<file path="config.mk">
export PLATFORM = sky130hd
export DESIGN_NAME = bitrev_rr_arbiter
export DESIGN_NICKNAME = d
export VERILOG_FILES = /design/src/rtl/bitrev_pkg.sv /design/src/rtl/bitrev_rr_arbiter_bit_reverse.sv /design/src/rtl/bitrev_rr_arbiter.sv
export SDC_FILE = /design/constraint.sdc
export NUM_CORES = 1
export LEC_CHECK = 0
export ABC_CLOCK_PERIOD_IN_PS = 3600
export CAP_MARGIN = 20
export CORE_MARGIN = 1.5
export CORE_UTILIZATION = 35
export DETAILED_ROUTE_END_ITERATION = 10
export PLACE_DENSITY = 0.89
export SYNTH_ARGS = -nofsm -noshare
export SYNTH_HDL_FRONTEND = slang
export SYNTH_SLANG_ARGS = --single-unit
</file>
<file path="constraint.sdc">
create_clock -name clk -period 3.6 [get_ports clk]
set_input_delay 0.54 -clock clk [delete_from_list [all_inputs] [get_ports clk]]
set_output_delay 0.54 -clock clk [all_outputs]
set_load 0.05 [all_outputs]
</file>
<file path="src/rtl/bitrev_pkg.sv">
// ---------------------------------------------------------------------------
// bitrev_pkg
// Shared helpers for the bit-reversal round-robin arbiter:
//   id_width : width of a requester index (clog2 with a floor of one bit)
//   rr_next  : round-robin pointer successor with wrap to zero
// ---------------------------------------------------------------------------
package bitrev_pkg;

    // Width needed to index n requesters; a single requester still gets one bit
    function automatic int id_width(input int n);
        if (n <= 1) begin
            return 1;
        end else begin
            return $clog2(n);
        end
    endfunction

    // Pointer that follows index cur, wrapping from n-1 back to 0
    function automatic int unsigned rr_next(input int unsigned cur, input int unsigned n);
        if ((cur + 32'd1) >= n) begin
            return 32'd0;
        end else begin
            return cur + 32'd1;
        end
    endfunction

endpackage : bitrev_pkg

</file>
<file path="src/rtl/bitrev_rr_arbiter_bit_reverse.sv">
// ---------------------------------------------------------------------------
// bit_reverse
// Purely combinational bit-order reversal: dout[i] = din[DATA_WIDTH-1-i].
// Ports:
//   din  - input word
//   dout - input word with bit order mirrored
// ---------------------------------------------------------------------------
module bit_reverse #(
    parameter int DATA_WIDTH = 32
) (
    input  logic [DATA_WIDTH-1:0] din,
    output logic [DATA_WIDTH-1:0] dout
);

    // Mirror the bit order of the input word
    always_comb begin
        dout = '0;
        for (int i = 0; i < DATA_WIDTH; i++) begin
            dout[i] = din[DATA_WIDTH-1-i];
        end
    end

endmodule : bit_reverse

</file>
<file path="src/rtl/bitrev_rr_arbiter.sv">
// ---------------------------------------------------------------------------
// bitrev_rr_arbiter
// Shares one bit-reversal datapath between NUM_REQ valid/ready requesters.
// A round-robin pick selects one requester per cycle whenever the single
// output register can accept a word; the chosen word is bit-reversed and
// registered together with the winner's index.
// Ports:
//   clk       - rising-edge clock
//   resetn    - asynchronous active-low reset
//   req_valid - per-requester valid
//   req_data  - flattened request words, requester k at [k*DATA_WIDTH +: DATA_WIDTH]
//   req_ready - per-requester ready, one-hot or zero (combinational)
//   out_valid - output word valid (registered)
//   out_ready - consumer ready
//   out_data  - bit-reversed winning word (registered)
//   out_id    - index of the requester that produced out_data (registered)
// ---------------------------------------------------------------------------
module bitrev_rr_arbiter
    import bitrev_pkg::*;
#(
    parameter  int DATA_WIDTH = 32,
    parameter  int NUM_REQ    = 4,
    localparam int ID_WIDTH   = id_width(NUM_REQ)
) (
    input  logic                          clk,
    input  logic                          resetn,
    input  logic [NUM_REQ-1:0]            req_valid,
    input  logic [NUM_REQ*DATA_WIDTH-1:0] req_data,
    output logic [NUM_REQ-1:0]            req_ready,
    output logic                          out_valid,
    input  logic                          out_ready,
    output logic [DATA_WIDTH-1:0]         out_data,
    output logic [ID_WIDTH-1:0]           out_id
);

    // Lowest index with its bit set; zero when the vector is empty
    function automatic logic [ID_WIDTH-1:0] lowest_set(input logic [NUM_REQ-1:0] vec);
        logic [ID_WIDTH-1:0] res;
        res = '0;
        for (int k = NUM_REQ - 1; k >= 0; k--) begin
            res = vec[k] ? ID_WIDTH'(k) : res;
        end
        return res;
    endfunction

    // Registered state
    logic                  out_valid_q, out_valid_d;
    logic [DATA_WIDTH-1:0] out_data_q,  out_data_d;
    logic [ID_WIDTH-1:0]   out_id_q,    out_id_d;
    logic [ID_WIDTH-1:0]   rr_ptr_q,    rr_ptr_d;

    // Arbitration and datapath signals
    logic                  load_s;
    logic                  any_req_s;
    logic                  grant_s;
    logic [NUM_REQ-1:0]    hi_mask_s;
    logic [NUM_REQ-1:0]    hi_req_s;
    logic [ID_WIDTH-1:0]   winner_s;
    logic [DATA_WIDTH-1:0] mux_data_s;
    logic [DATA_WIDTH-1:0] rev_data_s;

    // Round-robin pick: requesters at or above the pointer take priority,
    // and only if none of them is valid does the search wrap to index 0.
    // The grant is gated by resetn so req_ready stays low while in reset.
    always_comb begin
        load_s    = !out_valid_q || out_ready;
        any_req_s = |req_valid;
        grant_s   = resetn && load_s && any_req_s;
        hi_mask_s = '0;
        for (int k = 0; k < NUM_REQ; k++) begin
            hi_mask_s[k] = (ID_WIDTH'(k) >= rr_ptr_q);
        end
        hi_req_s = req_valid & hi_mask_s;
        if (|hi_req_s) begin
            winner_s = lowest_set(hi_req_s);
        end else begin
            winner_s = lowest_set(req_valid);
        end
    end

    // One-hot ready towards the winner, and winner data selection
    always_comb begin
        req_ready  = '0;
        mux_data_s = '0;
        for (int k = 0; k < NUM_REQ; k++) begin
            req_ready[k] = grant_s && (winner_s == ID_WIDTH'(k));
            mux_data_s   = (winner_s == ID_WIDTH'(k)) ?
                           req_data[k*DATA_WIDTH +: DATA_WIDTH] : mux_data_s;
        end
    end

    bit_reverse #(
        .DATA_WIDTH (DATA_WIDTH)
    ) u_bit_reverse (
        .din  (mux_data_s),
        .dout (rev_data_s)
    );

    // Next-state for the output stage and pointer; data/id only move on a grant
    always_comb begin
        out_valid_d = out_valid_q;
        out_data_d  = out_data_q;
        out_id_d    = out_id_q;
        rr_ptr_d    = rr_ptr_q;
        if (grant_s) begin
            out_valid_d = 1'b1;
            out_data_d  = rev_data_s;
            out_id_d    = winner_s;
            rr_ptr_d    = ID_WIDTH'(rr_next(32'(winner_s), 32'(NUM_REQ)));
        end else if (load_s) begin
            // Slot is empty or draining with nothing to refill it
            out_valid_d = 1'b0;
        end else begin
            // Stalled: hold everything
            out_valid_d = out_valid_q;
        end
    end

    // Output register and round-robin pointer
    always_ff @(posedge clk or negedge resetn) begin
        if (!resetn) begin
            out_valid_q <= 1'b0;
            out_data_q  <= '0;
            out_id_q    <= '0;
            rr_ptr_q    <= '0;
        end else begin
            out_valid_q <= out_valid_d;
            out_data_q  <= out_data_d;
            out_id_q    <= out_id_d;
            rr_ptr_q    <= rr_ptr_d;
        end
    end

    assign out_valid = out_valid_q;
    assign out_data  = out_data_q;
    assign out_id    = out_id_q;

endmodule : bitrev_rr_arbiter
</file>
==> results of run 1 <==
-- registers in the layout (all words and copies together), names as in the netlist --
signal,count
out_data,32
out_id,2
out_valid,1
rr_ptr_q,2
-- logic make-up after synthesis --
family	synth area share, %
compound gates	35.8
simple gates	17.2
buf+inv	10.7
flops	34.1
fa+ha+maj	1.84
mux	0.414
-- power breakdown --
part | internal [W] | switching (W)
Combinational | 0.000881 | 0.00130
Clock | 0.000152 | 0.000141
Sequential | 0.000590 | 0.000106
-- critical path: stages --
cell and delay [ps]:
clkdlybuf4s50_1 580, nor4_1 140, nor3_4 830, and2_1 290, buf_12 150
-- layout by cell type (no fill, tap or decap) --
cell type	synthesis	layout
buf_4	0	10
clkbuf_8	0	6
a32o_1	1	1
ha_2	0	3
nand2_1	35	35
or2_2	1	1
nand2b_1	3	3
nand3_1	1	1
or4_1	1	1
o211ai_1	1	1
inv_1	35	35
dfrtp_1	37	37
mux2_2	1	1
o2111a_1	1	1
a311oi_1	1	1
a21oi_1	33	33
clkbuf_1	31	1
diode_2	0	1
o31ai_1	2	2
nor3_4	0	1
a21boi_0	1	1
o211a_1	1	1
a221o_1	32	32
buf_12	0	5
a31oi_1	64	64
buf_2	8	1
nand3b_1	32	32
nor2_1	1	1
a21o_1	1	1
nor4_1	1	1
nor2b_1	2	2
clkdlybuf4s50_1	0	168
and2_1	4	4
ha_1	4	1
a32oi_1	1	1
-- final cells by class --
type,count,area share (%)
Timing Repair Buffer,184,40.1
Multi-Input combinational cell,226,32.6
Sequential cell,37,19.9
Inverter,35,2.83
Tap cell,99,2.67
Clock buffer,7,1.86
Antenna cell,1,0.0539
-- worst min-delay path by stage --
stage,from,to,slack [ps],depth (start not counted)
floorplan,resetn,out_data[0],240,0
global placement,out_id[0],out_id[0],500,1
detailed placement,out_id[0],out_id[0],500,1
CTS,resetn,out_data[8],440,2
global route,resetn,out_valid,480,2
finish,resetn,out_valid,430,2
-- stage by stage --
stage | area [um^2] | setup slack [ps] | util (%)
4_1_cts | 4640 | 486 | 63.0
3_5_place_dp | 4560 | 355 | 61.8
2_1_floorplan | 2720 | 850 | -
5_1_grt | 4650 | 365 | 63.0
3_3_place_gp | 4560 | 454 | 61.8
6_report | 4650 | 508 | 63.0
-- routing by layer --
metal  GRT usage [%]  up-vias  share of wire (%)
met5               0        -                  0
met4            5.60        0                1.1
met3            4.27       10                6.0
met2            44.3      141                 54
met1            25.8     1594                 39
li1                -     1566                  -
==> results.md, run 1 <==
* Hold_ws at 432 ps
* Worst reg2reg endpoint: out_data[12]
* Leak at around 1.8 nW
* Total power at 0.00317 W
* # setup viols final at 0
* RR Startpoint: rr_ptr_q[1]
* Max clock buf depth at 2
* Post-CTS Hold Buffers at 0
* Worst-path clk slew at 70 ps
* Max-slew headroom at approximately a third
* Post-placement cell count at roughly 580
* Clock Skew at between 3 and 4 ps
* Crit Path Category: in2out
* Required time of the worst setup path at 3060 ps
* Residual DRC at 0
* Vias at roughly 3300
* Syn Area/Cell at about 8.0 um^2
* WL/cell at between 15 and 20 um
* Final Critical Period at 3090 ps
* Critical Path End: req_ready[2]
* Synth top area share at 34.1%
* First-pass DRT Iterations at 4
* Most instantiated library cell after synthesis: a31oi_1
* Largest area contributor in the netlist: dfrtp_1
* Die Y-Extent at 91.1 um
* Finished Layout Cells at approximately 600
* Initial antenna violation count at 1
* I/O Pins at 174
* Setup TNS at 0 ps
* F_max at 0.323 GHz
* Post-synthesis async set-or-reset flop share at 100%
* DRT Wirelength at between 9000 and 10000 um
* Worst vdd ir at approximately 0.28 mV
* Post-CTS sizing at 0
* GRT Total Usage at 23.0%
* Clock Latency Late Sink at ~280 ps
* Clock Tree Root: clkbuf_8
* Worst Hold Class: in2async
* Ys Warns at 0
* CP Capture Type: output pin
* Filler instances at between 600 and 700
* # Post-CTS Setup Buffers at 0
* # clock sinks at 37
* #FFs+latches synth at 37
* Crit path max fanout at 26
* CTS tree: done
* Multi-input gate area at ~1500 um^2
* Area contributors post-synth: dfrtp_1, a31oi_1, a221o_1
* Port-buffer cells at 173
* Grt ovf at 0
* Routability cong. at a little over 0.8
* Die Footprint at ~8300 um^2
* Fin nets at 628
* Vias/cell at approximately 5.6
* Fin. Hold Viols at 0
* Share of cells above drive strength 1 at under 10%
* Commonest cells post-synth: a31oi_1, dfrtp_1, inv_1, nand2_1, a21oi_1
* EDFF count, synth at 0
* Status: finished, final reports clean
* FF/Latch Area at 926 um^2
* H-Tree Depth at 2
* Worst setup SP type: input port
* CTS buffer count at 5
* First-pass GRT wire length at roughly 16000 um
* Std-Cell Core Area at 7370 um^2
* Starting density of the core at a little under two fifths
* Cell area after synthesis at roughly 2700 um^2
* Largest net degree at the start of global routing at approximately 70
* Syn-to-layout area delta at 70.9%
* Worst Max-Slew Pin Slew at 1010 ps
* Critical Path AT at 2550 ps
* RSZ-0062 raised after global routing: false
* Pwr dens at 682 nW/um^2
* Routed Antenna Nets at 0
* Die W at 91.1 um
* Syn Inst Count at around 340
* Final Cycle Share at between 80% and 90%
* Register area share after synthesis at 34.1%
* Worst R2R Setup Slack at 1000 ps
* Final slew viol count at 0
* Initial DRC count at 127
* Most used DFF post-synth: dfrtp_1
* CP Launch Point: req_valid[3]
* Unique masters post-synth at 30
* Vias in the first global route at ~3300
* Worst R2R Path Depth at 8
* Cell Rows at 31
* Post-DP HPWL at between 7000 and 8000 um
* Max_cap viols at 0
* Post-Syn Nets at about 480
(Power assumes the default switching activity.)
==> inputs of run 2 (changes only) <==
- SETUP_SLACK_MARGIN: default -> 0.02
==> results of run 2 <==
No change in the layout: final DEF, timing and power equal those of run 1.
